==> src/rtl/data_mem_responder_pkg.sv <==
// ============================================================================
// Module : data_mem_responder_pkg
// Brief  : Shared size encodings, FSM states and default geometry for the
//          data memory responder.
// Rev    : 1.0
// ============================================================================
`default_nettype none

package data_mem_responder_pkg;

  localparam int ADDR_W_DEF = 6;

  localparam logic [1:0] SIZE_B   = 2'b00;
  localparam logic [1:0] SIZE_H   = 2'b01;
  localparam logic [1:0] SIZE_W   = 2'b10;
  localparam logic [1:0] SIZE_RSV = 2'b11;

  typedef enum logic [1:0] {
    ST_IDLE  = 2'd0,
    ST_ISSUE = 2'd1,
    ST_MERGE = 2'd2,
    ST_LOAD  = 2'd3
  } state_e;

endpackage

`default_nettype wire

==> src/rtl/data_mem_responder_if.sv <==
// ============================================================================
// Module : data_mem_responder_if
// Brief  : Req/Ack load-store bus between initiator (master) and responder.
// Rev    : 1.0
// ============================================================================
`default_nettype none

interface data_mem_responder_if
  import data_mem_responder_pkg::*;
#(
  parameter int ADDR_W = ADDR_W_DEF
) ();

  logic              Req;
  logic              Req_Write;
  logic [1:0]        Req_Size;
  logic              Req_Sign;
  logic [ADDR_W+1:0] Req_Addr;
  logic [31:0]       Req_WData;
  logic              Ack;
  logic              Err;
  logic [31:0]       RData;

  modport master (
    output Req, Req_Write, Req_Size, Req_Sign, Req_Addr, Req_WData,
    input  Ack, Err, RData
  );

  modport slave (
    input  Req, Req_Write, Req_Size, Req_Sign, Req_Addr, Req_WData,
    output Ack, Err, RData
  );

endinterface

`default_nettype wire

==> src/rtl/data_mem_responder_mem_lane_unit.sv <==
// ============================================================================
// Module : mem_lane_unit
// Brief  : Combinational little-endian lane merge (stores) and lane
//          extract with sign/zero extension (loads).
// Rev    : 1.0
// ============================================================================
`default_nettype none

module mem_lane_unit
  import data_mem_responder_pkg::*;
(
  input  logic [31:0] word_i,
  input  logic [31:0] wdata_i,
  input  logic [1:0]  size_i,
  input  logic [1:0]  lane_i,
  input  logic        sign_i,
  output logic [31:0] merged_o,
  output logic [31:0] load_o
);

  logic [7:0]  w_byte;
  logic [15:0] w_half;

  always_comb begin
    merged_o = word_i;
    case (size_i)
      SIZE_B: begin
        case (lane_i)
          2'd0:    merged_o[7:0]   = wdata_i[7:0];
          2'd1:    merged_o[15:8]  = wdata_i[7:0];
          2'd2:    merged_o[23:16] = wdata_i[7:0];
          default: merged_o[31:24] = wdata_i[7:0];
        endcase
      end
      SIZE_H: begin
        if (lane_i[1]) merged_o[31:16] = wdata_i[15:0];
        else           merged_o[15:0]  = wdata_i[15:0];
      end
      SIZE_W:  merged_o = wdata_i;
      default: merged_o = word_i;
    endcase
  end

  always_comb begin
    w_byte = word_i[7:0];
    case (lane_i)
      2'd0:    w_byte = word_i[7:0];
      2'd1:    w_byte = word_i[15:8];
      2'd2:    w_byte = word_i[23:16];
      default: w_byte = word_i[31:24];
    endcase
    w_half = lane_i[1] ? word_i[31:16] : word_i[15:0];

    load_o = 32'd0;
    case (size_i)
      SIZE_B:  load_o = {{24{sign_i & w_byte[7]}}, w_byte};
      SIZE_H:  load_o = {{16{sign_i & w_half[15]}}, w_half};
      SIZE_W:  load_o = word_i;
      default: load_o = 32'd0;
    endcase
  end

endmodule

`default_nettype wire

==> src/rtl/data_mem_responder.sv <==
// ============================================================================
// Module : data_mem_responder
// Brief  : Req/Ack memory responder with single-port word RAM; sub-word
//          stores via read-modify-write. Optional macro MISALIGN_TRAP_EN
//          turns misaligned halfword/word requests into errors.
// Rev    : 1.0
// ============================================================================
`default_nettype none

module data_mem_responder
  import data_mem_responder_pkg::*;
#(
  parameter int ADDR_W = ADDR_W_DEF
) (
  input  logic                  Clk,
  input  logic                  Rst_n,
  data_mem_responder_if.slave   bus
);

  localparam int DEPTH = 1 << ADDR_W;

  state_e            state_q;
  logic              ack_q;
  logic              err_q;
  logic [31:0]       rdata_q;
  logic              write_q;
  logic [1:0]        size_q;
  logic              sign_q;
  logic [ADDR_W+1:0] addr_q;
  logic [31:0]       wdata_q;

  logic [31:0]       mem_q [DEPTH];
  logic [31:0]       rd_word_q;

  logic [ADDR_W-1:0] w_idx;
  logic              w_err;
  logic              w_we;
  logic [31:0]       w_wr_data;
  logic [31:0]       w_merged;
  logic [31:0]       w_load;

  assign w_idx = addr_q[ADDR_W+1:2];

`ifdef MISALIGN_TRAP_EN
  assign w_err = (size_q == SIZE_RSV)
               || ((size_q == SIZE_H) && addr_q[0])
               || ((size_q == SIZE_W) && (addr_q[1:0] != 2'b00));
`else
  assign w_err = (size_q == SIZE_RSV);
`endif

  // Write enable is qualified by the async-reset state, so a reset during
  // MERGE suppresses the write-back entirely.
  assign w_we = ((state_q == ST_ISSUE) && write_q && (size_q == SIZE_W) && !w_err)
              || (state_q == ST_MERGE);
  assign w_wr_data = (state_q == ST_MERGE) ? w_merged : wdata_q;

  mem_lane_unit u_lane (
    .word_i   (rd_word_q),
    .wdata_i  (wdata_q),
    .size_i   (size_q),
    .lane_i   (addr_q[1:0]),
    .sign_i   (sign_q),
    .merged_o (w_merged),
    .load_o   (w_load)
  );

  always_ff @(posedge Clk) begin
    if (w_we) begin
      mem_q[w_idx] <= w_wr_data;
    end
    if (state_q == ST_ISSUE) begin
      rd_word_q <= mem_q[w_idx];
    end
  end

  always_ff @(posedge Clk or negedge Rst_n) begin
    if (!Rst_n) begin
      state_q <= ST_IDLE;
      ack_q   <= 1'b0;
      err_q   <= 1'b0;
      rdata_q <= 32'd0;
      write_q <= 1'b0;
      size_q  <= SIZE_B;
      sign_q  <= 1'b0;
      addr_q  <= '0;
      wdata_q <= 32'd0;
    end else begin
      ack_q   <= 1'b0;
      err_q   <= 1'b0;
      rdata_q <= 32'd0;
      case (state_q)
        ST_IDLE: begin
          if (bus.Req && !ack_q) begin
            write_q <= bus.Req_Write;
            size_q  <= bus.Req_Size;
            sign_q  <= bus.Req_Sign;
            addr_q  <= bus.Req_Addr;
            wdata_q <= bus.Req_WData;
            state_q <= ST_ISSUE;
          end
        end
        ST_ISSUE: begin
          if (w_err) begin
            ack_q   <= 1'b1;
            err_q   <= 1'b1;
            state_q <= ST_IDLE;
          end else if (write_q && (size_q == SIZE_W)) begin
            ack_q   <= 1'b1;
            state_q <= ST_IDLE;
          end else if (write_q) begin
            state_q <= ST_MERGE;
          end else begin
            state_q <= ST_LOAD;
          end
        end
        ST_MERGE: begin
          ack_q   <= 1'b1;
          state_q <= ST_IDLE;
        end
        ST_LOAD: begin
          ack_q   <= 1'b1;
          rdata_q <= w_load;
          state_q <= ST_IDLE;
        end
        default: state_q <= ST_IDLE;
      endcase
    end
  end

  assign bus.Ack   = ack_q;
  assign bus.Err   = err_q;
  assign bus.RData = rdata_q;

endmodule

`default_nettype wire

==> src/flat_wrapper.sv <==
// flat-port wrapper written by rule: the top's interface ports become plain ports
module data_mem_responder_flat import data_mem_responder_pkg::*;
#(
  parameter int ADDR_W = ADDR_W_DEF
)
  (Clk, Rst_n, bus_Req, bus_Req_Write, bus_Req_Size, bus_Req_Sign, bus_Req_Addr, bus_Req_WData, bus_Ack, bus_Err, bus_RData);
  data_mem_responder_if #(.ADDR_W(ADDR_W)) bus_i ();
  input  logic Clk;
  input  logic Rst_n;
  input wire logic [$bits(bus_i.Req)-1:0] bus_Req;
  input wire logic [$bits(bus_i.Req_Write)-1:0] bus_Req_Write;
  input wire logic [$bits(bus_i.Req_Size)-1:0] bus_Req_Size;
  input wire logic [$bits(bus_i.Req_Sign)-1:0] bus_Req_Sign;
  input wire logic [$bits(bus_i.Req_Addr)-1:0] bus_Req_Addr;
  input wire logic [$bits(bus_i.Req_WData)-1:0] bus_Req_WData;
  output wire logic [$bits(bus_i.Ack)-1:0] bus_Ack;
  output wire logic [$bits(bus_i.Err)-1:0] bus_Err;
  output wire logic [$bits(bus_i.RData)-1:0] bus_RData;
  assign bus_i.Req = bus_Req;
  assign bus_i.Req_Write = bus_Req_Write;
  assign bus_i.Req_Size = bus_Req_Size;
  assign bus_i.Req_Sign = bus_Req_Sign;
  assign bus_i.Req_Addr = bus_Req_Addr;
  assign bus_i.Req_WData = bus_Req_WData;
  assign bus_Ack = bus_i.Ack;
  assign bus_Err = bus_i.Err;
  assign bus_RData = bus_i.RData;
  data_mem_responder #(.ADDR_W(ADDR_W)) u_core (.Clk(Clk), .Rst_n(Rst_n), .bus(bus_i));
endmodule
==> config.mk <==
export PLATFORM = sky130hd
export DESIGN_NAME = data_mem_responder_flat
export DESIGN_NICKNAME = d
export VERILOG_FILES = /design/src/rtl/data_mem_responder_pkg.sv /design/src/rtl/data_mem_responder_if.sv /design/src/rtl/data_mem_responder_mem_lane_unit.sv /design/src/rtl/data_mem_responder.sv /design/src/flat_wrapper.sv
export SDC_FILE = /design/constraint.sdc
export NUM_CORES = 2
export LEC_CHECK = 0
export BUFFER_PORTS_ARGS = -buffer_cell sky130_fd_sc_hd__buf_2
export CORE_UTILIZATION = 35
export DETAILED_ROUTE_END_ITERATION = 8
export GPL_ROUTABILITY_DRIVEN = 0
export MAX_ROUTING_LAYER = met4
export SLEW_MARGIN = 0
export SYNTH_ARGS = -nofsm -noshare
export SYNTH_HDL_FRONTEND = slang
export SYNTH_SLANG_ARGS = --single-unit
==> constraint.sdc <==
create_clock -name Clk -period 9.1 [get_ports Clk]
set_input_delay 1.365 -clock Clk [delete_from_list [all_inputs] [get_ports Clk]]
set_output_delay 1.365 -clock Clk [all_outputs]
set_load 0.02 [all_outputs]
# Word-level counts from Yosys, hierarchy flattened

Memories as Yosys holds them, arrays and structs flattened. A register that Yosys moved wholly into a read port is not among the register bits.
Cells that the tools add are included.

Eq/ne operators: 9
Mux-type cells: 24
Bitwise logic cells: 2
Reductions and logical operators: 14

Operators with widths:

| cell                 | number |
|---|---|
| $pmux W32 S3         | 2 |
| $mux W32             | 2 |
| $mux W16             | 3 |
| $mux W8              | 4 |
| $pmux W8 S3          | 1 |
| $eq A2 B2 Y1 const B | 5 |
| $mux W1              | 7 |
| $eq A2 B1 Y1 const B | 3 |
| $logic_not A2 Y1     | 3 |
| $mux W2              | 3 |
| $pmux W2 S3          | 1 |
| $logic_and A1 B1 Y1  | 5 |
| $reduce_or A3 Y1     | 1 |
| $and A1 B1 Y1        | 2 |
| $logic_not A1 Y1     | 2 |
| $ne A2 B1 Y1 const B | 1 |
| $pmux W1 S2          | 1 |
| $reduce_and A2 Y1    | 1 |
| $reduce_or A2 Y1     | 1 |
| $logic_or A1 B1 Y1   | 1 |

Flip-flop bits (word level): 80
Bits in writable memories: 2048
Bits of input ports: 47
Output and inout port bits: 34
Word-level logic and storage cells: 59
Memories: 1

Memory list:

| memory       | words | width | read ports | clocked after Yosys merged registers in | write ports | line                     | RTL |
|---|---|---|---|---|---|---|---|
| u_core.mem_q | 64    | 32    | 1          | 1                                       | 1           | data_mem_responder.sv:32 | `logic [31:0] mem_q [DEPTH];` |

# Longest topological paths before layout

Depth in word-level cells: 7
Mapped depth: 10
Mapped depth without buffers: 6

# Hierarchy

A second synthesis with hierarchy kept.

Cell total of the unflattened synthesis: 4934
Area, all modules: 83702.8 µm²

Modules (own cells, without submodules):

| module             | times used | cells an instance | area an instance (µm²) | sequential area each (µm²) |
|---|---|---|---|---|
| data_mem_responder | 1          | 4646              | 81687.1                | 64461.8 |
| mem_lane_unit      | 1          | 288               | 2015.7                 | 0.0 |

# Least setup slack after synthesis

OpenSTA, ideal clock, no wires.

Path type: flip-flop to flip-flop
Start point: register u_core.size_q[0]
End point: memory u_core.mem_q[0][20], data pin
Library setup time: 702 ps
Arrival: 3947 ps
Required time: 8398 ps
Path slack: 4452 ps
Stages on the path, launching flop included: 9
Path buffers: 3
Clock period less this slack: 4648 ps
Path through: dfrtp_1 -> clkbuf_1 -> nor2b_1 -> buf_2 -> nand2b_1 -> clkbuf_1 -> a22o_1 -> a22oi_1 -> o21ai_0

Longest elaborated chain between the ends: 3
Elaborated cells on any way between the ends: 5
Classes of those cells: eq/ne: 2; mux: 2; reduce/logical: 1

RTL lines:

| what                                 | line                                   | RTL |
|---|---|---|
| from (decl)                          | data_mem_responder.sv:27               | `logic [1:0] size_q;` |
| from (signal assigned)               | data_mem_responder.sv:96               | `size_q <= bus.Req_Size;` |
| $eq A2 B2 Y1 (tied with other cells) | data_mem_responder_mem_lane_unit.sv:26 | `case (size_i)` |
| $pmux W32 S3 (*)                     | data_mem_responder_mem_lane_unit.sv:26 |  |
| $mux W32 (*)                         | data_mem_responder.sv:56               | `assign w_wr_data = (state_q == ST_MERGE) ? w_merged : wdata_q;` |
| net u_core.w_wr_data[20]             | data_mem_responder.sv:38               | `logic [31:0] w_wr_data;` |
| to (decl)                            | data_mem_responder.sv:32               |  |

Mark *: on every way through the listed nets, which the timed path passes. The rest lies on a longest branch.

==> results.md <==
- Seq/Total Area, Yosys: 77.6%
- RSZ-0062 raised after global routing: no
- Tcrit/Tclk final: 52.7%
- Final total power: 0.0332 W
- Max Fclk: 209 MHz
- Distinct cells, synth: 51
- Final nets: 4,452
- Initial antenna violation count: 21
- Synth Flop Type: edfxtp_1
- Vias after detailed routing: 43.3k
- WL final: 225 mm
- Fin Clk Skew: 0.0350 ns
- EDFF count, synth: 2,080
- CTS tree: yes
- Slew HR: 15.9%
- Post-DR vias/cell: 5.60
- Cell Area, Synth: 0.0831 mm²
- Bufs on Longest Clock Path: 3
- Synth async-reset ratio: 3.70%
- All-Layer GR Usage: 19.1%
- Final hold vios: 0
- Largest net degree at the start of global routing: 149
- CTS sink count: 2,160
- Power Density: 351 mW/mm²
- Dpl cells: 7,348
- CP max FO: 68
- Fin cells: 7,732
- Aggregate global routing overflow: 0
- Final setup viols: 0
- Max-cap viol count: 0
- Yosys reg bits: 2,160
- Min cycle time layout: 4.79 ns
- Yosys top cell by area: edfxtp_1
- Post-CTS resize count: 0
- Share of post-route cells with drive strength above 1: 20.3%
- Die ar.: 0.239 mm²
- Clk Latency, worst-skew pair: 0.84 ns
- Pre-Repair DR Iteration Count: 8
- Slew @ Worst Pin: 1.26 ns
- Syn Area/Cell: 19.5 µm²
- Class of the worst hold path: primary input to async pin
- Drt wl/cell: 29.1 µm
- Startpoint Class: flip-flop
- CP Data Arrival Time: 5.21 ns
- Post-Syn Instances: 4,265
- Syn nets: 4,312
- Post-Route Setup TNS: 0 ns
- Top cells by area, synth: edfxtp_1 75%, mux4_2 7.1%, mux2i_1 4.5%
- Post-CTS setup buffer count: 0
- Clock-pin slew on the worst setup and hold paths: 0.06 ns
- ANT nets after route: 0
- DRC: 0
- Post-CTS Hold Buffers: 0
- PortBufs: 80
- Top-area cell type share of the netlist area: 75.2%
- H-tree depth: 4
- Reported leakage power: 29.9 nW
- CP required: 9.52 ns
- Setup crit end kind: flip-flop
- Die Width: 489 µm
- Core area: 0.236 mm²
- Initial Util: 35.2%
- Root Driver: clkbuf_16
- CTS buffer count: 205
- FP Rows: 178
- Crit path kind: flip-flop to flip-flop
- Area growth syn-to-layout: 13.8%
- Pins over their slew limit: 0
- Peak VDD IR: 391 µV
- Status: finished, final reports clean
- Die Y: 489 µm
- Global-route wire length before repair: 319 mm
- Initial drt markers: 5,699
- Yosys warns: 0
- Dpl hpwl: 120 mm
- Number of global-route vias before repair: 42.7k
- Num ports: 81
==> cells in the mapped netlist, types with 2 or more instances <==
master and n:
a211oi_1 4, a21oi_1 54, a221o_1 4, a221oi_1 247, a222oi_1 2, a22o_1 25, a22oi_1 66, a31oi_1 3
a32oi_1 3, and2_1 4, and3_1 2, buf_1 37, buf_2 115, buf_4 3, buf_6 2, clkbuf_1 132
dfrtp_1 80, edfxtp_1 2080, inv_1 6, mux2_2 56, mux2i_1 375, mux4_2 261, nand2_1 80, nand2b_1 5
nand3_1 4, nand3b_1 6, nand4_1 31, nor2_1 186, nor2b_1 20, nor3_1 4, nor4b_1 2, o211ai_1 4
o21ai_0 160, o21ai_1 2, o221ai_1 3, o22a_1 61, o22ai_1 117, or2_2 4, or3b_2 3
==> state kept, by name, summed over array words and instances (netlist names) <==
signal,cells
u_core.mem_q,2048
u_core.bus.RData,32
u_core.rd_word_q,32
u_core.wdata_q,32
u_core.addr_q,8
u_core.size_q,2
u_core.state_q,2
u_core.bus.Ack,1
u_core.bus.Err,1
u_core.sign_q,1
u_core.write_q,1
==> cell type report <==
type                       instances  area, µm²
antenna                            5       12.5
timing repair buffer             222       1580
sequential                      2160      64500
clock buffer                     276       5510
inverter                           7       33.8
clock inverter                   103        862
multi-input combinational       1809      18100
tap                             3150       3940
fill                           20963     141000
==> metrics by stage <==
step	worst slack, ns	hold slack [ns]	utilization (%)	instance area [µm²]
after detailed placement	4.30	0.499	37.4	88100
after CTS	4.28	0.484	40.1	94500
after global routing	4.13	0.514	40.1	94500
final	4.31	0.516	40.1	94500
after floorplan	4.45	0.480	-	83100
after global placement	4.33	0.501	37.4	88100
==> critical path, cell delays in order (launching register included) <==
cell	delay, ns
dfrtp_4	0.93
buf_12	0.49
buf_4	0.74
mux4_2	0.60
mux2i_1	0.20
o22ai_1	0.21
nor2_1	0.52
nand4_1	0.41
==> layout by cell type (no fill, tap or decap), types with 4 or more instances in the layout <==
| master | n |
|---|---|
| buf_12 | 9 |
| nand3b_1 | 6 |
| a221oi_1 | 247 |
| edfxtp_1 | 2080 |
| bufinv_16 | 11 |
| inv_1 | 5 |
| diode_2 | 5 |
| clkbuf_8 | 7 |
| nand2_1 | 80 |
| o22a_1 | 61 |
| o22ai_1 | 117 |
| clkinv_1 | 43 |
| o211ai_1 | 4 |
| clkbuf_1 | 62 |
| buf_2 | 79 |
| mux2_2 | 55 |
| nor2_4 | 65 |
| a221o_1 | 4 |
| nor2_1 | 120 |
| o21ai_4 | 23 |
| clkinv_2 | 32 |
| dfrtp_1 | 77 |
| buf_4 | 134 |
| a211oi_1 | 4 |
| a22o_1 | 25 |
| mux4_2 | 261 |
| mux2i_1 | 375 |
| inv_6 | 6 |
| a21oi_1 | 54 |
| clkbuf_16 | 207 |
| nor2b_1 | 19 |
| o21ai_0 | 137 |
| nand4_1 | 31 |
| a22oi_1 | 66 |
| or2_2 | 4 |
==> routing by layer <==
layer	track usage, %	up-vias	routed length [µm]
met4	5.52	0	6240
met3	3.40	285	18900
met1	26.1	22988	93800
met2	29.4	1972	106000
met5	-	-	0
li1	-	18056	-
==> logic make-up after synthesis <==
group | Yosys count | share of synthesized area, %
flip-flops | 2160 | 77.6
AO/OA/AOI/OAI | 761 | 6.59
multiplexers | 692 | 12.4
AND/OR/NAND/NOR | 356 | 1.90
buffers and inverters | 296 | 1.54
==> path summary, 6_finish.rpt <==
path / end / from / cells past startpoint / slack, ns
hold reg to reg: u_core.wdata_q[20] / u_core.wdata_q[20] / 1 / 0.52
setup reg to reg: u_core.rd_word_q[11] / u_core.addr_q[2] / 7 / 4.31
setup / recovery: u_core.rd_word_q[11] / u_core.addr_q[2] / 7 / 4.31
max in group asynchronous: u_core.addr_q[4] / Rst_n / 2 / 7.41
hold / removal: u_core.bus.RData[27] / Rst_n / 1 / 0.52
min in group Clk: u_core.wdata_q[20] / u_core.wdata_q[20] / 1 / 0.52
==> power breakdown <==
part | leakage (nW) | total (W) | switching, W | internal (W)
sequential | 19.8 | 0.0142 | 0.000602 | 0.0136
combinational | 7.00 | 0.0108 | 0.00760 | 0.00318
clock | 3.11 | 0.00821 | 0.00365 | 0.00456
Note: power is estimated with default switching activity, not from simulation.
